**src/rtl/video_pkg.sv**
```systemverilog
// video_pkg: shared types and constants for the video blitter.
// Frame is 128x128 words; the control-register window sits at mem_addr[15]=1.
package video_pkg;

  localparam logic [15:0] CR_BASE_ADDR = 16'h8000;
  localparam int          FB_DIM       = 128;

  typedef enum logic [1:0] {
    OP_FILL = 2'd0,
    OP_COPY = 2'd1,
    OP_FLIP = 2'd2,
    OP_RSVD = 2'd3
  } blit_op_t;

  typedef enum logic [2:0] {
    ST_IDLE    = 3'd0,
    ST_FILL    = 3'd1,
    ST_COPY_RD = 3'd2,
    ST_COPY_WR = 3'd3,
    ST_FLIP    = 3'd4,
    ST_DONE    = 3'd5
  } blit_state_t;

  // Clamp a run length so that pos + len never passes the frame edge.
  function automatic logic [7:0] clip_extent(input logic [7:0] len, input logic [6:0] pos);
    logic [7:0] room;
    room = 8'(FB_DIM) - {1'b0, pos};
    return (len < room) ? len : room;
  endfunction

endpackage

```
**src/rtl/video_blitter_rect_scanner.sv**
```systemverilog
// rect_scanner: walks a clipped rectangle in row-major order.
// Latches the effective width/height on load, then steps col (then row) on
// every advance and flags the final pixel so the FSM knows when to stop.
module rect_scanner
  import video_pkg::*;
(
  input  logic       clk,
  input  logic       rst,
  input  logic       load,
  input  logic       advance,
  input  logic [7:0] ew_in,
  input  logic [7:0] eh_in,
  output logic [7:0] col,
  output logic [7:0] row,
  output logic       last
);

  logic [7:0] ew;
  logic [7:0] eh;

  // Latch the extent on load, otherwise step column-first through the rectangle.
  always_ff @(posedge clk) begin
    if (rst) begin
      ew  <= 8'd0;
      eh  <= 8'd0;
      col <= 8'd0;
      row <= 8'd0;
    end else if (load) begin
      ew  <= ew_in;
      eh  <= eh_in;
      col <= 8'd0;
      row <= 8'd0;
    end else if (advance) begin
      if (col == ew - 8'd1) begin
        col <= 8'd0;
        row <= row + 8'd1;
      end else begin
        col <= col + 8'd1;
      end
    end
  end

  assign last = (col == ew - 8'd1) && (row == eh - 8'd1);

endmodule

```
**src/rtl/video_blitter.sv**
```systemverilog
// video_blitter: turns FILL / COPY / FLIP commands into bus cycles on the
// video unit's memory/control port (clk is the video unit's mem_clk).
// Optional build macro VIDEO_BLITTER_COLORKEY_EN: COPY skips writing any
// source pixel whose low 24 bits equal the command colour.
// Bus outputs are registered from the current state, so each state's bus
// cycle appears one clock after the FSM enters it. The one exception is the
// COPY write: its data (and, with colour keying, its enable) comes straight
// from mem_read, which is only valid in the cycle the write is presented.
module video_blitter
  import video_pkg::*;
#(
  parameter int ADDR_WIDTH = 15,
  parameter int DIM_LOG2   = 7
)(
  input  logic                  clk,
  input  logic                  rst,
  input  logic                  cmd_valid,
  output logic                  cmd_ready,
  input  logic [1:0]            cmd_op,
  input  logic [ADDR_WIDTH-1:0] cmd_dst_base,
  input  logic [ADDR_WIDTH-1:0] cmd_src_base,
  input  logic [DIM_LOG2-1:0]   cmd_x,
  input  logic [DIM_LOG2-1:0]   cmd_y,
  input  logic [DIM_LOG2-1:0]   cmd_sx,
  input  logic [DIM_LOG2-1:0]   cmd_sy,
  input  logic [7:0]            cmd_w,
  input  logic [7:0]            cmd_h,
  input  logic [23:0]           cmd_color,
  output logic                  busy,
  output logic                  done,
  output logic                  mem_en,
  output logic [3:0]            mem_we,
  output logic [ADDR_WIDTH:0]   mem_addr,
  output logic [31:0]           mem_write,
  input  logic [31:0]           mem_read
);

  blit_state_t           state;
  blit_state_t           state_next;
  blit_op_t              op;

  logic [ADDR_WIDTH-1:0] dst_base_q;
  logic [ADDR_WIDTH-1:0] src_base_q;
  logic [DIM_LOG2-1:0]   x_q;
  logic [DIM_LOG2-1:0]   y_q;
  logic [DIM_LOG2-1:0]   sx_q;
  logic [DIM_LOG2-1:0]   sy_q;
  logic [23:0]           color_q;

  logic                  mem_en_q;
  logic [3:0]            mem_we_q;
  logic [31:0]           mem_write_q;
  logic                  copy_wr_q;
  logic                  key_skip;

  logic                  accept;
  logic [7:0]            ew_dst;
  logic [7:0]            eh_dst;
  logic [7:0]            ew_load;
  logic [7:0]            eh_load;
  logic                  rect_empty;

  logic [7:0]            col;
  logic [7:0]            row;
  logic                  last;
  logic [ADDR_WIDTH-1:0] dst_addr;
  logic [ADDR_WIDTH-1:0] src_addr;

  assign op     = blit_op_t'(cmd_op);
  assign accept = cmd_valid && cmd_ready && (state == ST_IDLE);

  // Clip the incoming rectangle against the destination edge, and for COPY also the source edge.
  always_comb begin
    ew_dst  = clip_extent(cmd_w, cmd_x);
    eh_dst  = clip_extent(cmd_h, cmd_y);
    ew_load = ew_dst;
    eh_load = eh_dst;
    if (op == OP_COPY) begin
      ew_load = clip_extent(ew_dst, cmd_sx);
      eh_load = clip_extent(eh_dst, cmd_sy);
    end
    rect_empty = (ew_load == 8'd0) || (eh_load == 8'd0);
  end

  rect_scanner u_scanner (
    .clk     (clk),
    .rst     (rst),
    .load    (accept),
    .advance ((state == ST_FILL) || (state == ST_COPY_WR)),
    .ew_in   (ew_load),
    .eh_in   (eh_load),
    .col     (col),
    .row     (row),
    .last    (last)
  );

  // Clipping keeps x+col and y+row inside the frame, so the offset is {y+row, x+col}; the base add wraps.
  assign dst_addr = dst_base_q
                  + (((ADDR_WIDTH'(y_q) + ADDR_WIDTH'(row)) << DIM_LOG2)
                     + ADDR_WIDTH'(x_q) + ADDR_WIDTH'(col));
  assign src_addr = src_base_q
                  + (((ADDR_WIDTH'(sy_q) + ADDR_WIDTH'(row)) << DIM_LOG2)
                     + ADDR_WIDTH'(sx_q) + ADDR_WIDTH'(col));

  // Capture the command fields on the accept cycle.
  always_ff @(posedge clk) begin
    if (rst) begin
      dst_base_q <= '0;
      src_base_q <= '0;
      x_q        <= '0;
      y_q        <= '0;
      sx_q       <= '0;
      sy_q       <= '0;
      color_q    <= 24'd0;
    end else if (accept) begin
      dst_base_q <= cmd_dst_base;
      src_base_q <= cmd_src_base;
      x_q        <= cmd_x;
      y_q        <= cmd_y;
      sx_q       <= cmd_sx;
      sy_q       <= cmd_sy;
      color_q    <= cmd_color;
    end
  end

  // Next-state selection: empty rectangles and the reserved op go straight to DONE.
  always_comb begin
    state_next = state;
    case (state)
      ST_IDLE: begin
        if (accept) begin
          case (op)
            OP_FILL: state_next = rect_empty ? ST_DONE : ST_FILL;
            OP_COPY: state_next = rect_empty ? ST_DONE : ST_COPY_RD;
            OP_FLIP: state_next = ST_FLIP;
            default: state_next = ST_DONE;
          endcase
        end
      end
      ST_FILL:    state_next = last ? ST_DONE : ST_FILL;
      ST_COPY_RD: state_next = ST_COPY_WR;
      ST_COPY_WR: state_next = last ? ST_DONE : ST_COPY_RD;
      ST_FLIP:    state_next = ST_DONE;
      ST_DONE:    state_next = ST_IDLE;
      default:    state_next = ST_IDLE;
    endcase
  end

  // State register; reset abandons any command in flight.
  always_ff @(posedge clk) begin
    if (rst) begin
      state <= ST_IDLE;
    end else begin
      state <= state_next;
    end
  end

  // Register the bus cycle and handshake outputs for the state the FSM is in now.
  always_ff @(posedge clk) begin
    if (rst) begin
      mem_en_q    <= 1'b0;
      mem_we_q    <= 4'h0;
      mem_addr    <= '0;
      mem_write_q <= 32'd0;
      copy_wr_q   <= 1'b0;
      busy        <= 1'b0;
      done        <= 1'b0;
      cmd_ready   <= 1'b1;
    end else begin
      mem_en_q  <= 1'b0;
      mem_we_q  <= 4'h0;
      copy_wr_q <= 1'b0;
      done      <= (state == ST_DONE);
      busy      <= (state_next != ST_IDLE);
      cmd_ready <= (state_next == ST_IDLE);
      case (state)
        ST_FILL: begin
          mem_en_q    <= 1'b1;
          mem_we_q    <= 4'hF;
          mem_addr    <= {1'b0, dst_addr};
          mem_write_q <= {8'd0, color_q};
        end
        ST_COPY_RD: begin
          mem_en_q <= 1'b1;
          mem_addr <= {1'b0, src_addr};
        end
        ST_COPY_WR: begin
          mem_en_q  <= 1'b1;
          mem_we_q  <= 4'hF;
          mem_addr  <= {1'b0, dst_addr};
          copy_wr_q <= 1'b1;
        end
        ST_FLIP: begin
          mem_en_q    <= 1'b1;
          mem_we_q    <= 4'hF;
          mem_addr    <= CR_BASE_ADDR;
          mem_write_q <= 32'(dst_base_q);
        end
        default: begin
        end
      endcase
    end
  end

`ifdef VIDEO_BLITTER_COLORKEY_EN
  assign key_skip = copy_wr_q && (mem_read[23:0] == color_q);
`else
  assign key_skip = 1'b0;
`endif

  assign mem_en    = mem_en_q && !key_skip;
  assign mem_we    = key_skip ? 4'h0 : mem_we_q;
  assign mem_write = copy_wr_q ? mem_read : mem_write_q;

endmodule
```
**config.mk**
```make
export PLATFORM = sky130hd
export DESIGN_NAME = video_blitter
export DESIGN_NICKNAME = d
export VERILOG_FILES = /design/src/rtl/video_pkg.sv /design/src/rtl/video_blitter_rect_scanner.sv /design/src/rtl/video_blitter.sv
export SDC_FILE = /design/constraint.sdc
export NUM_CORES = 1
export LEC_CHECK = 0
export CAP_MARGIN = 10
export CELL_PAD_IN_SITES_DETAIL_PLACEMENT = 1
export CELL_PAD_IN_SITES_GLOBAL_PLACEMENT = 2
export CORE_ASPECT_RATIO = 2
export CORE_MARGIN = 8
export CORE_UTILIZATION = 30
export CTS_CLUSTER_SIZE = 12
export DETAILED_ROUTE_END_ITERATION = 10
export PLACE_DENSITY_LB_ADDON = 0.1
export SLEW_MARGIN = 20
export SYNTH_ARGS = -nofsm -noshare
export SYNTH_HDL_FRONTEND = slang
export SYNTH_SLANG_ARGS = --single-unit
```
**constraint.sdc**
```tcl
create_clock -name clk -period 6.7 [get_ports clk]
set_input_delay 1.005 -clock clk [delete_from_list [all_inputs] [get_ports clk]]
set_output_delay 1.005 -clock clk [all_outputs]
set_load 0.02 [all_outputs]
```
==> flow_summary.toml, run 1 <==
[yosys]
ys_seq_area_share_pct = 30.8
synth-seq-cells = 163
syn_nets = 1555
synth_edf_count = 0
synthFlopType = "dfxtp_1"
avgSynthCellArea_um2 = 8.05
synthTopCellsByArea = "dfxtp_1 (31%), ha_1 (10%), nand2_1 (8.1%)"
syn-cell-area_um2 = 10600
synth.distinct_cells = 71
synth.largest_area_cell = "dfxtp_1"
yosys_warnings = 0
synthArstFlopShare_pct = 0
syn_inst = 1314
synth_top_area_share_pct = 30.8

[setup_path]
cp-start-kind = "primary input"
critPathMaxFanout = 13
critPathRequiredTime_ns = 7.03
worstPathCellList = "clkdlybuf4s50_1 > or4_4 > or3_1 > or2_2 > ha_1 > nand2_1 > nand2_1 > a41oi_1 > and2_1 > o21ai_0 > ha_1 > a21o_1 > a21oi_1 > nor2b_1 > o21ai_0 > o21ai_0 > a21oi_4 > mux2_4 > o211a_1 > a221o_1 > and3_1"
crit_arrival_ns = 6.41
critical_path_buf_inv_count = 1
crit_type = "in -> reg"
crit_family = "simple AND/OR/NAND/NOR gates"
slowest_stage = "or4_4"
end_kind = "flop"
cpPeakStageDelay_ns = 0.56
cpMostUsedCell = "o21ai_0"

[clock_network]
cts-buffers-inserted = 17
clock-root-buffer = "clkbuf_16"
clk_latency_ns = 0.44
cts_buffer_depth = 2
clock_sinks = 163
cts_tree = "done"
clk_pin_slew_ns = 0.06
cts_setup_buffers = 0
ctsHoldBuffers = 0
htreeDepth = 4
post_cts_resized = 0

[timing]
tightest_slew_ns = 0.955
skew_ns = 0.00991
fin_crit_sh_pct = 90.7
final_hold_viol_count = 0
finalMaxSlewViolations = 0
min_period_ns = 6.08
relSlewSlack_pct = 36.3
fin_setup_tns_ns = 0
setup_viol = 0
rsz0062_at_grt = "no"
fmax_mhz = 165
whs_ns = 0.455

[power]
powerDensity_nw_per_um2 = 299
p_leak_nw = 5.52
vdd_drop_max_mv = 0.113

[routing]
wl_um = 36200
dr_total_vias = 9791
via_per_inst = 5.07
first_pass_iters = 4
antenna_left = 0
drt_iter0_drc = 300
wl_per_cell_um = 18.7
route.detailed.drc = 0

[cells_and_area]
drive_gt1_share_pct = 6.13
layout.cells.non_filler = 1930
fillers = 4200
utilization_pct = 38.7
final_cell_mix = "nand2_1 (226), clkdlybuf4s50_1 (189), dfxtp_1 (163)"
synthToLayoutAreaGrowth_pct = 27.8
nets = 1713
final_common_cell = "nand2_1"
design_area_um2 = 13500
n_antenna_cell = 0

[hold_path]
hp-class = "reg -> reg"

[die]
pin_count = 191
die_w_um = 149
row_count = 97
dieHeight_um = 282
dieArea_um2 = 41900
core_um2 = 35000
initial_core_util_pct = 30.3

[global_route]
grt_pass1_vias = 10600
grt_pass1_wl_um = 57500
overflow = 0
antenna_found_initial = 0
grtUsageTotal_pct = 17.4
grt_start_max_net_pins = 86

[flow_run]
max_cap_viol_count = 0

[placement]
place_area_um2 = 12900
place_inst = 1898
dpl.hpwl_um = 29100
port_buffers = 190
place_congestion = 0.859

[outcome]
outcome = "complete, no violations"
-- routing by layer --
metal / global-route usage, % / up-vias / wire (µm)
met5: 0 / - / 0
met4: 7.49 / 0 / 1180
met3: 2.41 / 52 / 1020
met2: 33.5 / 188 / 19700
met1: 18.3 / 4692 / 14300
li1: - / 4859 / -
-- cell families (layout without fill, tap and decap cells) --
logic type | Yosys count | after routing | synth area share [%]
AO/OA/AOI/OAI | 301 | 301 | 18.0
XOR/XNOR | 93 | 93 | 7.70
buffers and inverters | 129 | 300 | 4.77
AND/OR/NAND/NOR | 475 | 475 | 20.0
multiplexers | 47 | 47 | 4.79
flip-flops | 163 | 163 | 30.8
adder cells (fa/ha/maj) | 106 | 106 | 14.0
-- per-stage QoR --
step / total power, mW / setup WS (ns)
global route: 4.34 / 0.237
finish: 4.04 / 0.621
floorplan: 2.41 / 1.01
detailed placement: 3.08 / 0.209
global placement: 3.05 / 0.357
CTS: 4.14 / 0.675
-- synth_stat cells (all sizes together), types with 11 or more instances --
cell	count
ha	86
a21oi	132
nor3	35
inv	63
xor2	43
a211oi	27
nor2	108
fa	20
and3	11
clkbuf	57
dfxtp	163
and2	12
a22oi	11
nand3	19
nand2	227
xnor2	50
nor2b	13
a21o	12
mux2i	21
o21ai	40
mux2	26
-- cell type report --
| cell class | instances | area [µm²] | share of cell area, % |
|---|---|---|---|
| multi-input combinational | 1022 | 6830 | 50.5 |
| clock inverter | 11 | 151 | 1.12 |
| timing repair buffer | 205 | 2020 | 15.0 |
| inverter | 63 | 236 | 1.75 |
| sequential | 163 | 3260 | 24.1 |
| tap | 445 | 557 | 4.12 |
| clock buffer | 21 | 460 | 3.40 |
-- state kept, by name (all words and copies together), names as in the netlist --
name,cells
u_scanner.ew,8
u_scanner.eh,8
state,3
cmd_ready,1
busy,1
dst_base_q,15
mem_we,1
sx_q,7
copy_wr_q,1
u_scanner.col,8
mem_en,1
y_q,7
color_q,24
sy_q,7
u_scanner.row,8
mem_write_q,24
x_q,7
done,1
mem_addr,16
src_base_q,15
-- worst reg2reg max path: stages, from the launching register on --
cell	delay, ns
dfxtp_1	0.60
inv_1	0.11
fa_1	0.38
inv_1	0.06
ha_1	0.17
inv_1	0.06
fa_1	0.42
nor2b_1	0.17
o21ai_0	0.13
a21oi_1	0.21
o21ai_0	0.13
a21boi_0	0.23
buf_4	0.18
o2111ai_1	0.14
a31oi_1	0.19
xor2_1	0.28
a221oi_1	0.15
nor3_1	0.20
-- power breakdown --
part | switching, mW | internal, mW
Combinational | 0.965 | 0.696
Clock | 0.418 | 0.608
Sequential | 0.187 | 1.17
-- worst paths after layout --
| kind | startpoint | cells past startpoint | endpoint | slack, ns |
|---|---|---|---|---|
| max | cmd_x[1] | 21 | cmd_ready | 0.62 |
| min | src_base_q[7] | 2 | src_base_q[7] | 0.45 |
| max reg2reg | u_scanner.col[0] | 17 | mem_addr[13] | 2.82 |
| min reg2reg | src_base_q[7] | 2 | src_base_q[7] | 0.45 |
(Power assumes the default switching activity.)
==> inputs of run 2 (changes only) <==
--- a/config.mk
+++ b/config.mk
@@ -5,7 +5,7 @@
 export SDC_FILE = /design/constraint.sdc
 export NUM_CORES = 1
 export LEC_CHECK = 0
-export CAP_MARGIN = 10
+export CAP_MARGIN = 20
 export CELL_PAD_IN_SITES_DETAIL_PLACEMENT = 1
 export CELL_PAD_IN_SITES_GLOBAL_PLACEMENT = 2
 export CORE_ASPECT_RATIO = 2
==> results of run 2 <==
Final layout, timing and power as in run 1 (identical DEF).
